File: config.mk
export PLATFORM = sky130hd
export DESIGN_NAME = mem_bus_unit
export DESIGN_NICKNAME = d
export VERILOG_FILES = /design/src/rtl/mem_bus_unit_pkg.sv /design/src/rtl/mem_bus_unit_wait_counter.sv /design/src/rtl/mem_bus_unit.sv
export SDC_FILE = /design/constraint.sdc
export NUM_CORES = 1
export LEC_CHECK = 0
export CELL_PAD_IN_SITES_DETAIL_PLACEMENT = 1
export CELL_PAD_IN_SITES_GLOBAL_PLACEMENT = 1
export CORE_ASPECT_RATIO = 1.75
export CORE_MARGIN = 1.5
export CORE_UTILIZATION = 33
export DETAILED_ROUTE_END_ITERATION = 10
export GPL_TIMING_DRIVEN = 0
export PLACE_DENSITY = 0.95
export SLEW_MARGIN = 25
export SYNTH_ARGS = -nofsm -noshare
export SYNTH_HDL_FRONTEND = slang
export SYNTH_HIERARCHICAL = 1
export SYNTH_SLANG_ARGS = --single-unit
File: constraint.sdc
create_clock -name clk -period 4.36 [get_ports clk]
set_input_delay 0.436 -clock clk [delete_from_list [all_inputs] [get_ports clk]]
set_output_delay 0.436 -clock clk [all_outputs]
set_load 0.01 [all_outputs]
File: src/rtl/mem_bus_unit_pkg.sv
// Shared definitions for the memory bus unit: FSM state encoding and default widths.
package mem_bus_unit_pkg;

    localparam int unsigned DefAw = 16;
    localparam int unsigned DefDw = 16;

    typedef enum logic [1:0] {
        StIdle  = 2'd0,
        StRead  = 2'd1,
        StWrite = 2'd2,
        StDone  = 2'd3
    } state_e;

endpackage

File: src/rtl/mem_bus_unit_wait_counter.sv
// 4-bit loadable down-counter with zero flag; pacing for RAM wait cycles.
module mem_bus_unit_wait_counter (
    input  logic       clk,
    input  logic       reset,
    input  logic       load,
    input  logic [3:0] load_val,
    input  logic       dec,
    output logic       zero
);

    logic [3:0] cnt_q, cnt_d;

    always_comb begin
        cnt_d = cnt_q;
        if (load) begin
            cnt_d = load_val;
        end else if (dec && (cnt_q != 4'd0)) begin
            cnt_d = cnt_q - 4'd1;
        end
    end

    always_ff @(posedge clk) begin
        if (reset) begin
            cnt_q <= 4'd0;
        end else begin
            cnt_q <= cnt_d;
        end
    end

    assign zero = (cnt_q == 4'd0);

endmodule

File: src/rtl/mem_bus_unit.sv
// MAR/MDR stage turning controller strobes into timed synchronous-RAM accesses.
// Optional MEM_FAULT_EN adds an address range check against MEM_DEPTH.
module mem_bus_unit
    import mem_bus_unit_pkg::*;
#(
    parameter int unsigned AW          = DefAw,
    parameter int unsigned DW          = DefDw,
    parameter int unsigned WAIT_CYCLES = 1
`ifdef MEM_FAULT_EN
    ,
    parameter int unsigned MEM_DEPTH   = 65536
`endif
) (
    input  logic          clk,
    input  logic          reset,
    input  logic          lmar,
    input  logic          pcmar,
    input  logic          spmar,
    input  logic          lmdr,
    input  logic          mdrz,
    input  logic          mdrm,
    input  logic          mrw,
    input  logic [AW-1:0] pc,
    input  logic [AW-1:0] sp,
    input  logic [DW-1:0] zbus,
    output logic [DW-1:0] mdr,
    output logic [AW-1:0] mar,
    output logic          busy,
    output logic          overrun,
    output logic          fault,
    output logic          mem_en,
    output logic          mem_we,
    output logic [AW-1:0] mem_addr,
    output logic [DW-1:0] mem_wdata,
    input  logic [DW-1:0] mem_rdata
);

    state_e        state_q, state_d;
    logic [AW-1:0] mar_q, mar_n;
    logic [DW-1:0] mdr_q, mdr_d, mdr_n;
    logic [AW-1:0] addr_q, addr_d;
    logic [DW-1:0] wdata_q, wdata_d;
    logic          en_q, en_d;
    logic          we_q, we_d;
    logic          rd_q, rd_d;
    logic          overrun_q, overrun_d;
    logic          fault_q, fault_d;
    logic          start_wr, start_rd, range_bad;
    logic          cnt_load, cnt_dec, cnt_zero;

    mem_bus_unit_wait_counter u_wait_counter (
        .clk      (clk),
        .reset    (reset),
        .load     (cnt_load),
        .load_val (4'(WAIT_CYCLES)),
        .dec      (cnt_dec),
        .zero     (cnt_zero)
    );

    assign busy = (state_q != StIdle);

    always_comb begin
        mar_n = mar_q;
        if (lmar && !busy) begin
            if (pcmar) begin
                mar_n = pc;
            end else if (spmar) begin
                mar_n = sp;
            end else begin
                mar_n = zbus[AW-1:0];
            end
        end
    end

    assign mdr_n    = (lmdr && mdrz) ? zbus : mdr_q;
    assign start_wr = !busy && mrw;
    assign start_rd = !busy && lmdr && mdrm && !mrw;

`ifdef MEM_FAULT_EN
    assign range_bad = (32'(mar_n) >= MEM_DEPTH);
`else
    assign range_bad = 1'b0;
`endif

    always_comb begin
        state_d   = state_q;
        mdr_d     = mdr_q;
        addr_d    = addr_q;
        wdata_d   = wdata_q;
        en_d      = en_q;
        we_d      = we_q;
        rd_d      = rd_q;
        fault_d   = fault_q;
        overrun_d = overrun_q | (busy & (lmar | lmdr | mrw));
        cnt_load  = 1'b0;
        cnt_dec   = 1'b0;
        unique case (state_q)
            StIdle: begin
                if (start_wr || start_rd) begin
                    if (range_bad) begin
                        // Out-of-range start: no RAM cycle, a read returns zero.
                        fault_d = 1'b1;
                        mdr_d   = start_rd ? '0 : mdr_n;
                    end else begin
                        state_d  = start_wr ? StWrite : StRead;
                        addr_d   = mar_n;
                        en_d     = 1'b1;
                        we_d     = start_wr;
                        rd_d     = start_rd;
                        cnt_load = 1'b1;
                        if (start_wr) begin
                            wdata_d = mdr_n;
                            mdr_d   = mdr_n;
                        end
                    end
                end else if (lmdr && mdrz) begin
                    mdr_d = zbus;
                end
            end
            StRead, StWrite: begin
                cnt_dec = 1'b1;
                if (cnt_zero) begin
                    state_d = StDone;
                    en_d    = 1'b0;
                    we_d    = 1'b0;
                end
            end
            StDone: begin
                if (rd_q) begin
                    mdr_d = mem_rdata;
                end
                state_d = StIdle;
            end
            default: state_d = StIdle;
        endcase
    end

    always_ff @(posedge clk) begin
        if (reset) begin
            state_q   <= StIdle;
            mar_q     <= '0;
            mdr_q     <= '0;
            addr_q    <= '0;
            wdata_q   <= '0;
            en_q      <= 1'b0;
            we_q      <= 1'b0;
            rd_q      <= 1'b0;
            overrun_q <= 1'b0;
            fault_q   <= 1'b0;
        end else begin
            state_q   <= state_d;
            mar_q     <= mar_n;
            mdr_q     <= mdr_d;
            addr_q    <= addr_d;
            wdata_q   <= wdata_d;
            en_q      <= en_d;
            we_q      <= we_d;
            rd_q      <= rd_d;
            overrun_q <= overrun_d;
            fault_q   <= fault_d;
        end
    end

    assign mar       = mar_q;
    assign mdr       = mdr_q;
    assign mem_addr  = addr_q;
    assign mem_wdata = wdata_q;
    assign mem_en    = en_q;
    assign mem_we    = we_q;
    assign overrun   = overrun_q;
`ifdef MEM_FAULT_EN
    assign fault     = fault_q;
`else
    assign fault     = 1'b0;
`endif

endmodule

==> summary.json <==
{
  "outcome": "completed",
  "via_per_inst": 5.484,
  "synth_xor_area_frac": 0,
  "rsz0062_at_grt": "no",
  "clk_pin_slew_ns": 0.06,
  "clock_insertion_delay_worst_skew_ns": 0.34,
  "timing.final.crit_share": 0.5767,
  "postCtsResizedCells": 0,
  "cap_viol_max_count": 0,
  "final_cells": 663,
  "io_buffers": 139,
  "post_synthesis_cell_count": 378,
  "max_stage_delay_ns": 0.61,
  "floorplan.die_area_um2": 11000,
  "post_route_cells_drive_above_1_share": 0.08955,
  "cts_inserted_buffers": 9,
  "seqPwrFrac": 0.311,
  "vdd.ir_drop.worst_v": 0.0002660,
  "detailedRoute.firstIterationViolations": 103,
  "place.gp.congestion": 0.8386,
  "synthAdderAreaFrac": 0.01465,
  "yosys-mux-area-fraction": 0.1117,
  "internal_power_summed_over_all_cells_mw": 1.977,
  "synth_compound_gate_area_share": 0.2182,
  "dr_total_vias": 3636,
  "post_drt_wl_per_cell_um": 20.67,
  "yosysWarningCount": 6,
  "most_common_cell_after_layout_fill_and_taps_aside": "sky130_fd_sc_hd__clkdlybuf4s50_1",
  "fp.dieH_um": 137.6,
  "final.setup_skew_ns": 0.006312,
  "clk_path_buf_depth": 2,
  "clk_root_buffer_cell": "sky130_fd_sc_hd__clkbuf_16",
  "ctsHtreeMaxLevel": 3,
  "finalHoldWorstSlack_ns": 0.4781,
  "post_synth.cell_area_avg_um2": 9.040,
  "global_route.usage.total": 0.2555,
  "synth_enable_flop_cells": 0,
  "leak_pwr_nw": 2.060,
  "floorplan.io_pins": 142,
  "logic_pwr_share": 0.451,
  "final-max-slew-violation-count": 0,
  "antenna_cells_inserted": 0,
  "post_synthesis_to_final_layout_area_growth_pct": 54.60,
  "multi_input_area_um2": 1760,
  "dp_cells": 647,
  "setup_viol": 0,
  "drc_errors": 0,
  "dominant_combinational_cell_family_by_area_after_synthesis": "compound AO/OA/AOI/OAI gates",
  "global_route.overflow_total": 0,
  "wire_length_of_the_first_global_routing_pass_um": 20920,
  "yosysSeqAreaShare": 0.4335,
  "std_cell_rows": 49,
  "core_region_area_um2": 10180,
  "maximum_frequency_from_static_timing_analysis_ghz": 0.3977,
  "criticalPathCategory": "primary input to flip-flop",
  "arrival_ns": 2.75,
  "crit_fanout": 13,
  "number_of_synthesized_register_bits": 74,
  "critical-path-slowest-cell": "sky130_fd_sc_hd__clkbuf_1",
  "setup_tns_ns": 0,
  "max_slew.worst_pin.slew_ns": 0.7579,
  "clock_sink_count": 74,
  "initial_utilization": 0.3358,
  "pwr_cell_area_nw_per_um2": 600.8,
  "timing.critical_path.cells": "clkdlybuf4s50_1 -> and2_1 -> o21a_1 -> clkbuf_1 -> inv_1 -> a311oi_1",
  "maximum_number_of_pins_on_one_net_before_global_route_repair": 15,
  "synth_simple_gate_area_share": 0.1651,
  "post-route-util": 0.5191,
  "postCtsSetupBuffers": 0,
  "slew_headroom": 0.4947,
  "cp-end-kind": "flip-flop",
  "clockPowerShare": 0.238,
  "required_ns": 4.59,
  "tritoncts_clock_tree": "done",
  "antenna_violations_before_repair": 0,
  "final_cell_mix": "139 x sky130_fd_sc_hd__clkdlybuf4s50_1, 74 x sky130_fd_sc_hd__nor2_1, 74 x sky130_fd_sc_hd__dfxtp_1, 34 x sky130_fd_sc_hd__a211oi_1, 21 x sky130_fd_sc_hd__nand2_1",
  "ctsHoldBuffers": 0,
  "cp-start-kind": "primary input",
  "first_global_vias": 3977,
  "route.antenna.remaining_nets": 0,
  "first_pass_iters": 4,
  "postRouteWirelength_um": 13700,
  "fin_crit_period_ns": 2.514,
  "postSynth.topFlopCell": "sky130_fd_sc_hd__dfxtp_1",
  "power.switching_fraction": 0.3771,
  "finalNetCount": 608,
  "fillerInstances": 1202,
  "async_flop_share": 0,
  "crit_family": "buffers and inverters",
  "timing_hold_violations_final": 0,
  "die_x_um": 79.92,
  "worstHoldPathType": "flip-flop to flip-flop",
  "place.detailed.hpwl_um": 10690,
  "power.switching_mw": 1.197,
  "worst-path-buf-inv": 3,
  "netlist-cell-type-count": 38,
  "syn_area_um2": 3417,
  "regArea_um2": 1481
}
[Yosys cell counts, types with 3 or more instances]
cell,instances,area (um2)
sky130_fd_sc_hd__dfxtp_1,74,1481
sky130_fd_sc_hd__nor2_1,74,277.8
sky130_fd_sc_hd__a211oi_1,34,255.2
sky130_fd_sc_hd__nand2_1,21,78.83
sky130_fd_sc_hd__a21oi_1,20,100.1
sky130_fd_sc_hd__clkbuf_1,19,71.32
sky130_fd_sc_hd__mux2i_1,19,190.2
sky130_fd_sc_hd__a221oi_1,17,148.9
sky130_fd_sc_hd__mux2_2,17,191.4
sky130_fd_sc_hd__and3_1,16,100.1
sky130_fd_sc_hd__a211o_1,15,131.4
sky130_fd_sc_hd__inv_1,10,37.54
sky130_fd_sc_hd__buf_2,5,25.02
sky130_fd_sc_hd__ha_1,4,50.05
sky130_fd_sc_hd__and2_1,3,18.77
sky130_fd_sc_hd__buf_6,3,33.78
[area by class of cell]
| class | count | share of cell area |
|---|---|---|
| clock buffers | 9 | 0.04263 |
| plain buffers | 30 | 0.02819 |
| repair buffers | 139 | 0.2634 |
| clock inverters | 7 | 0.01492 |
| inverters | 10 | 0.007106 |
| flip-flops and latches | 74 | 0.2804 |
| well taps | 127 | 0.03008 |
| multi-input cells | 267 | 0.3333 |
[sequential cells by signal, summed over array words and instances (netlist names), 2 cells and up]
register and count:
mem_addr 16, u_wait_counter/cnt_q 4, mdr 16, state_q 2
mem_wdata 16, mar 16
[metal layers]
layer | GRT usage | wire length [um] | up-vias | share of wire
li1 | - | - | 1671 | -
met1 | 0.2531 | 4822 | 1778 | 0.35
met2 | 0.4818 | 7614 | 140 | 0.56
met3 | 0.04503 | 552 | 47 | 0.040
met4 | 0.1504 | 711 | 0 | 0.052
met5 | 0 | 0 | - | 0
[kinds of logic after synthesis]
group	Yosys count
flops	74
buf+inv	40
compound gates	97
other cells	2
mux	36
simple gates	125
fa+ha+maj	4
[power by group through the flow]
stage	sequential (mW)	clock [mW]	combinational [mW]
3_5_place_dp	0.995	0	1.41
3_3_place_gp	0.981	0	1.34
2_1_floorplan	1.04	0	0.712
4_1_cts	0.985	0.764	1.43
5_1_grt	1.00	0.803	1.54
6_report	0.986	0.757	1.43
[path summary, 6_finish.rpt]
path / slack, ns / from / cells past startpoint / to
setup / recovery: 1.85 / lmdr / 6 / u_wait_counter/cnt_q[2]$_SDFFE_PP0P_
hold / removal: 0.48 / mdr[6]$_SDFFE_PP0P_ / 2 / mdr[6]$_SDFFE_PP0P_
setup reg to reg: 2.09 / state_q[0]$_SDFFE_PP0P_ / 7 / u_wait_counter/cnt_q[2]$_SDFFE_PP0P_
hold reg to reg: 0.48 / mdr[6]$_SDFFE_PP0P_ / 2 / mdr[6]$_SDFFE_PP0P_
[through the flow]
stage | power [mW] | cell area (um2) | worst slack (ns)
after detailed placement | 2.409 | 4979 | 1.579
after global placement | 2.323 | 4979 | 1.678
after floorplan | 1.752 | 3428 | 2.573
final | 3.174 | 5283 | 1.846
after CTS | 3.180 | 5283 | 1.903
after global routing | 3.349 | 5283 | 1.746
[worst min-delay path, stage by stage, from the launching register on]
cell	delay, ns
sky130_fd_sc_hd__dfxtp_1	0.32
sky130_fd_sc_hd__nand2_1	0.06
sky130_fd_sc_hd__a21oi_1	0.05
Power figures use the tool's default switching activity.
